<file path="src/rtl/sram_pkg.sv">
// Shared types and constants for the SRAM arbiter slice.
package sram_pkg;

    localparam int unsigned SRAM_ADDR_W = 18;
    localparam int unsigned DATA_W      = 16;
    localparam int unsigned BE_W        = 2;
    localparam int unsigned NUM_PORTS   = 3;
    localparam int unsigned PORT_W      = 2;

    localparam logic [PORT_W-1:0] PORT_VIDEO = 2'd0;
    localparam logic [PORT_W-1:0] PORT_BUS   = 2'd1;
    localparam logic [PORT_W-1:0] PORT_PROC  = 2'd2;

    typedef enum logic [1:0] {
        ST_IDLE   = 2'd0,
        ST_SETUP  = 2'd1,
        ST_STROBE = 2'd2
    } state_t;

    // Latched grant; address, data and byte enables live directly on the pin registers.
    typedef struct packed {
        logic [NUM_PORTS-1:0] portOh;
        logic                 rdNwr;
    } grant_t;

    // Round-robin successor between the two non-real-time ports.
    function automatic logic [PORT_W-1:0] otherRr(input logic [PORT_W-1:0] port);
        return (port == PORT_BUS) ? PORT_PROC : PORT_BUS;
    endfunction

endpackage

</file>
<file path="src/rtl/sram_arb_pick.sv">
// Combinational winner selector: video first unless starving, else round-robin between bus and proc.
module sram_arb_pick
    import sram_pkg::*;
(
    input  logic [NUM_PORTS-1:0] valid,
    input  logic [PORT_W-1:0]    rrPtr,
    input  logic                 starve,
    output logic [NUM_PORTS-1:0] winnerOh_c,
    output logic [PORT_W-1:0]    winnerIdx_c
);

    logic busValid;
    logic procValid;
    logic rrAny;
    logic takeVideo;
    logic [PORT_W-1:0] rrIdx;

    always_comb begin
        busValid  = valid[PORT_BUS];
        procValid = valid[PORT_PROC];
        rrAny     = busValid | procValid;
        rrIdx     = PORT_BUS;
        if (procValid && ((rrPtr == PORT_PROC) || !busValid)) begin
            rrIdx = PORT_PROC;
        end

        // Starvation only overrides video when someone else is actually waiting.
        takeVideo = valid[PORT_VIDEO] && !(starve && rrAny);

        winnerIdx_c = PORT_VIDEO;
        if (!takeVideo && rrAny) begin
            winnerIdx_c = rrIdx;
        end

        winnerOh_c = '0;
        if (takeVideo || rrAny) begin
            case (winnerIdx_c)
                PORT_BUS:  winnerOh_c = 3'b010;
                PORT_PROC: winnerOh_c = 3'b100;
                default:   winnerOh_c = 3'b001;
            endcase
        end
    end

endmodule

</file>
<file path="src/rtl/sram_arbiter.sv">
// Three-port arbiter owning the asynchronous 256Kx16 SRAM pins; two-cycle SETUP/STROBE access.
module sram_arbiter
    import sram_pkg::*;
#(
    parameter int unsigned STARVE_LIMIT = 4,
    parameter int unsigned ADDR_W       = SRAM_ADDR_W
) (
    input  logic                          iCLK,
    input  logic                          iRST,
    input  logic [NUM_PORTS-1:0]          iReq_valid,
    input  logic [NUM_PORTS*ADDR_W-1:0]   iReq_addr,
    input  logic [NUM_PORTS*DATA_W-1:0]   iReq_data,
    input  logic [NUM_PORTS-1:0]          iReq_rd_Nwr,
    input  logic [NUM_PORTS*BE_W-1:0]     iReq_byte_en,
    output logic [NUM_PORTS-1:0]          oArbited,
    output logic [DATA_W-1:0]             oRdata,
    input  logic [DATA_W-1:0]             iSRAM_DQ,
    output logic [DATA_W-1:0]             oSRAM_DQ,
    output logic                          oSRAM_DQ_oe,
    output logic [ADDR_W-1:0]             oSRAM_ADDR,
    output logic                          oSRAM_CE_N,
    output logic                          oSRAM_OE_N,
    output logic                          oSRAM_WE_N,
    output logic                          oSRAM_UB_N,
    output logic                          oSRAM_LB_N
);

    localparam int unsigned CNT_W = (STARVE_LIMIT < 1) ? 1 : $clog2(STARVE_LIMIT + 1);
    localparam logic [CNT_W-1:0] CNT_MAX = CNT_W'(STARVE_LIMIT);

    state_t              state;
    grant_t              grant;
    logic [PORT_W-1:0]   rrPtr;
    logic [CNT_W-1:0]    starveCnt;
    logic                rdStrobe;

    logic                anyValid;
    logic                pending;
    logic                starveFlag;
    logic [NUM_PORTS-1:0] winnerOh;
    logic [PORT_W-1:0]   winnerIdx;

    logic [ADDR_W-1:0]   selAddr;
    logic [DATA_W-1:0]   selData;
    logic                selRd;
    logic [BE_W-1:0]     selBe;

    assign anyValid   = |iReq_valid;
    assign pending    = iReq_valid[PORT_BUS] | iReq_valid[PORT_PROC];
    assign starveFlag = (starveCnt == CNT_MAX);

    sram_arb_pick uPick (
        .valid       (iReq_valid),
        .rrPtr       (rrPtr),
        .starve      (starveFlag),
        .winnerOh_c  (winnerOh),
        .winnerIdx_c (winnerIdx)
    );

    // Request field mux for the current winner.
    always_comb begin
        selAddr = iReq_addr[0 +: ADDR_W];
        selData = iReq_data[0 +: DATA_W];
        selRd   = iReq_rd_Nwr[0];
        selBe   = iReq_byte_en[0 +: BE_W];
        case (winnerIdx)
            PORT_BUS: begin
                selAddr = iReq_addr[ADDR_W +: ADDR_W];
                selData = iReq_data[DATA_W +: DATA_W];
                selRd   = iReq_rd_Nwr[1];
                selBe   = iReq_byte_en[BE_W +: BE_W];
            end
            PORT_PROC: begin
                selAddr = iReq_addr[2*ADDR_W +: ADDR_W];
                selData = iReq_data[2*DATA_W +: DATA_W];
                selRd   = iReq_rd_Nwr[2];
                selBe   = iReq_byte_en[2*BE_W +: BE_W];
            end
            default: ;
        endcase
    end

    // Read data passes straight through during the read strobe only.
    assign oRdata = rdStrobe ? iSRAM_DQ : '0;

    always_ff @(posedge iCLK) begin
        if (iRST) begin
            state       <= ST_IDLE;
            grant       <= '0;
            rrPtr       <= PORT_BUS;
            starveCnt   <= '0;
            rdStrobe    <= 1'b0;
            oArbited    <= '0;
            oSRAM_ADDR  <= '0;
            oSRAM_DQ    <= '0;
            oSRAM_DQ_oe <= 1'b0;
            oSRAM_CE_N  <= 1'b1;
            oSRAM_OE_N  <= 1'b1;
            oSRAM_WE_N  <= 1'b1;
            oSRAM_UB_N  <= 1'b1;
            oSRAM_LB_N  <= 1'b1;
        end else begin
            oArbited <= '0;
            rdStrobe <= 1'b0;
            case (state)
                ST_IDLE, ST_STROBE: begin
                    if (anyValid) begin
                        state        <= ST_SETUP;
                        grant.portOh <= winnerOh;
                        grant.rdNwr  <= selRd;
                        oSRAM_ADDR   <= selAddr;
                        oSRAM_DQ     <= selData;
                        oSRAM_DQ_oe  <= ~selRd;
                        oSRAM_CE_N   <= 1'b0;
                        oSRAM_OE_N   <= ~selRd;
                        oSRAM_WE_N   <= 1'b1;
                        oSRAM_UB_N   <= ~selBe[1];
                        oSRAM_LB_N   <= ~selBe[0];
                        if (winnerIdx == PORT_VIDEO) begin
                            if (!pending) begin
                                starveCnt <= '0;
                            end else if (!starveFlag) begin
                                starveCnt <= starveCnt + CNT_W'(1);
                            end
                        end else begin
                            rrPtr     <= otherRr(winnerIdx);
                            starveCnt <= '0;
                        end
                    end else begin
                        state       <= ST_IDLE;
                        oSRAM_DQ_oe <= 1'b0;
                        oSRAM_CE_N  <= 1'b1;
                        oSRAM_OE_N  <= 1'b1;
                        oSRAM_WE_N  <= 1'b1;
                        oSRAM_UB_N  <= 1'b1;
                        oSRAM_LB_N  <= 1'b1;
                    end
                end
                ST_SETUP: begin
                    state      <= ST_STROBE;
                    oSRAM_WE_N <= grant.rdNwr;
                    oArbited   <= grant.portOh;
                    rdStrobe   <= grant.rdNwr;
                end
                default: begin
                    state       <= ST_IDLE;
                    oSRAM_DQ_oe <= 1'b0;
                    oSRAM_CE_N  <= 1'b1;
                    oSRAM_OE_N  <= 1'b1;
                    oSRAM_WE_N  <= 1'b1;
                    oSRAM_UB_N  <= 1'b1;
                    oSRAM_LB_N  <= 1'b1;
                end
            endcase
        end
    end

endmodule
</file>
<file path="config.mk">
export PLATFORM = sky130hd
export DESIGN_NAME = sram_arbiter
export DESIGN_NICKNAME = d
export VERILOG_FILES = /design/src/rtl/sram_pkg.sv /design/src/rtl/sram_arb_pick.sv /design/src/rtl/sram_arbiter.sv
export SDC_FILE = /design/constraint.sdc
export NUM_CORES = 1
export LEC_CHECK = 0
export CORE_MARGIN = 2
export CORE_UTILIZATION = 31
export DETAILED_ROUTE_END_ITERATION = 8
export PLACE_DENSITY = 0.82
export REMOVE_ABC_BUFFERS = 1
export SYNTH_ARGS = -nofsm -noshare
export SYNTH_HDL_FRONTEND = slang
export SYNTH_SLANG_ARGS = --single-unit
</file>
<file path="constraint.sdc">
create_clock -name iCLK -period 1.6 [get_ports iCLK]
set_clock_uncertainty 0.1 [all_clocks]
set_input_delay 0.24 -clock iCLK [delete_from_list [all_inputs] [get_ports iCLK]]
set_output_delay 0.24 -clock iCLK [all_outputs]
set_load 0.02 [all_outputs]
</file>
==> flow_summary.toml <==
[yosys]
ys_types = 33
ys_warn_count = 0
synth_edf_count = 0
yosysSeqAreaShare_pct = 42.3
syn_area_sq_um = 2600
postSynth.topFlopCell = "dfxtp_1"
post_synth.cell_area_avg_sq_um = 9.67
synthCells = 269
postSynthRegisterBits = 55
synth-async-reset-ratio_pct = 0

[global_route]
gr-total-overflow = 0
antenna_violations_before_repair = 0
grt_max_degree = 23
grt_first_pass_wirelength_um = 15500
grt.total_usage_pct = 22.3
grt_pass1_vias = 3142

[clocking]
htree_num_levels = 2
clk_transition_reported_paths_ns = 0.10
tritoncts = "yes"
worstSkewPairLatency_ns = 0.30
clockRootBuffer = "clkbuf_8"
cts-buffers-inserted = 5
cts-root-to-sink-buffers = 2
numClockSinks = 55

[routing]
dr.pass1.iters = 4
drt_wl_total_um = 10400
detail_route.vias_per_cell = 5.23
routed-via-count = 3086
routed_wire_length_per_instance_um = 17.6
detailedRoute.firstIterationViolations = 80
drt_drc_violations_left = 0
route.antenna.remaining_nets = 0

[timing]
final-hold-violation-count = 0
timing_limited_maximum_frequency_ghz = 0.572
fin_hold_ws_ns = 0.355
layout_worst_path_cycle_share_pct = 109
final_worst_path_period_need_ns = 1.75
max_slew.worst_pin.slew_ns = 0.331
rsz0062_at_grt = "true"
setup_viol = 42
maxSlewViolCount = 0
fin_ws_ns = -0.147
slew_headroom_pct = 77.7

[cells_and_area]
postLayoutCoreUtil_pct = 64.4
final_cell_count_no_fill = 590
antennaDiodeCount = 0
flow.area_growth_from_synthesis_pct = 103
fin_nets = 618
fillCellCount = 643
multi_input_comb_area_sq_um = 1480
drive_above_1_share_pct = 17.1
final-seq-area_sq_um = 1110

[placed_design]
placedCellCount = 569
port_buffers = 190
place_congestion = 0.789
dp_slack_ns = -0.397
dp_hpwl_um = 7620

[floorplanning]
floorplan.die_area_sq_um = 9140
core_area_sq_um = 8180
floorplan.die.height_um = 95.6
start_util_pct = 31.8
core.rowCount = 33
ioPinCount = 191
chipWidth_um = 95.6

[worst_setup_path]
required_ns = 1.70
rr_endpoint = "oSRAM_DQ_oe"
worstSetupStartpointType = "register"
critical_path_peak_fanout = 4
crit_top_cell = "buf_4"
worst_r2r_startpoint = "starveCnt[1]"
worstPathCellList = "inv_2 -> ha_4 -> nand2_4 -> a221oi_4 -> buf_4 -> a222oi_1 -> buf_4 -> a22o_1"
critical-path-max-stage-delay_ns = 0.35
ff2ff_path_depth = 8
worstPathArrival_ns = 1.85
crit_path_end_kind = "register"
cpMaxStageDelayCell = "a221oi_4"
setup.reg_to_reg.worst_slack_ns = -0.15
worstSetupPathType = "reg2reg"

[pwr]
power.leakage_nw = 2.28
vdd.ir_drop.worst_v = 0.000525
cellPowerDensity_nw_per_um2 = 717

[hold_path]
worst_hold_path_ep = "grant[2]"
min_path_cells = 2
min_from = "grant[2]"
worst_min_delay_path_category = "reg2reg"

[status]
status = "finished with violations"
violations = "setup timing"

[flow_run]
maxCapViolations = 0
==> layout by cell type (no fill, tap or decap), types with 5 or more instances in the layout <==
| master | n |
|---|---|
| buf_4 | 26 |
| clkdlybuf4s50_1 | 130 |
| clkbuf_8 | 6 |
| o21bai_1 | 34 |
| dfxtp_1 | 52 |
| nor2_1 | 10 |
| and2_1 | 17 |
| dlygate4sd2_1 | 51 |
| buf_12 | 8 |
| a221oi_2 | 14 |
| nand2_1 | 10 |
| dlymetal6s2s_1 | 6 |
| inv_1 | 5 |
| buf_6 | 5 |
| a221oi_1 | 22 |
| o2bb2ai_1 | 34 |
==> report_power, final <==
| group | total [mW] | internal, mW | switching (mW) |
|---|---|---|---|
| registers | 1.56 | 1.50 | 0.0643 |
| clock network | 0.953 | 0.507 | 0.445 |
| logic | 1.26 | 0.699 | 0.562 |
| total | 3.77 | 2.70 | 1.07 |
==> worst max path at each step <==
stage	startpoint	to	slack, ns	cells past startpoint
6_report	starveCnt[1]	oSRAM_DQ_oe	-0.15	8
5_1_grt	starveCnt[1]	oSRAM_DQ_oe	-0.23	8
3_3_place_gp	iReq_valid[0]	oSRAM_ADDR[9]	-0.34	6
2_1_floorplan	starveCnt[0]	oSRAM_DQ_oe	-1.13	6
4_1_cts	starveCnt[1]	oSRAM_ADDR[8]	-0.12	8
3_5_place_dp	iReq_valid[2]	oSRAM_ADDR[9]	-0.40	6
==> timing repair <==
action / CTS / global route
gates cloned: 4 / 2
pin swaps: 24 / 1
buffers inserted: 6 / 2
hold buffers: 0 / 0
hold endpoints to repair: 0 / 0
endpoints found under the setup margin: 96 / 54
resized for setup: 101 / 13
==> state kept, by name, indices dropped and copies added (netlist names) <==
name         cells
oSRAM_LB_N       1
oSRAM_WE_N       1
oSRAM_ADDR      18
oSRAM_CE_N       1
oArbited         3
oSRAM_OE_N       1
starveCnt        3
oSRAM_DQ_oe      1
grant            4
oSRAM_UB_N       1
state            2
rdStrobe         1
oSRAM_DQ        16
rrPtr            2
==> synthesized netlist by cell type (all sizes together) (2+ instances only) <==
cell     instances  share of area, %
ha               2              0.96
o22ai            2              0.48
and2            18               4.3
nor2            12               1.7
dfxtp           55                42
a221oi          38                13
buf             13               3.5
nand2           11               1.7
o21bai          34               9.8
and3             4              0.96
o21ai            3              0.58
a21oi            5              0.96
o2bb2ai         34                11
a22o             2              0.67
nand2b           2              0.48
inv              7               1.0
clkbuf          15               2.2
==> worst max-delay path, delay by kind of cell (launching register included) <==
family	cells	cell delay, ns
adder cells (fa/ha/maj)	1	0.15
flip-flops	1	0.33
AO/OA/AOI/OAI	3	0.60
buffers and inverters	3	0.39
AND/OR/NAND/NOR	1	0.08
==> through the flow <==
step                area [sq um]  power (mW)  TNS, ns
CTS                         5160        3.78    -2.99
finish                      5270        3.77    -4.46
global placement            4820        2.79   -16.87
global route                5270        3.95    -7.97
floorplan                   2450        2.03   -37.44
detailed placement          4820        2.82   -18.73
==> final cells by class <==
| type | instances | area share (%) |
|---|---|---|
| Tap cell | 105 | 2.49 |
| Clock buffer | 6 | 1.57 |
| Multi-Input combinational cell | 179 | 28.1 |
| Clock inverter | 2 | 0.665 |
| Sequential cell | 55 | 21.0 |
| Timing Repair Buffer | 236 | 45.6 |
| Inverter | 7 | 0.499 |
==> routing by layer <==
metal | vias up | global-route usage, % | routed length [um]
li1 | 1469 | - | -
met2 | 174 | 43.9 | 5320
met4 | 0 | 7.98 | 301
met5 | - | 0 | 0
met1 | 1418 | 22.0 | 3650
met3 | 25 | 6.01 | 1110
==> cells by family (layout without fill, tap and decap cells) <==
group,after synthesis,after routing,synth area share (%)
flip-flops,55,55,42.3
adder cells (fa/ha/maj),2,2,0.962
AO/OA/AOI/OAI,125,125,39.5
buffers and inverters,35,251,6.69
AND/OR/NAND/NOR,52,52,10.5
Power figures use the tool's default switching activity.
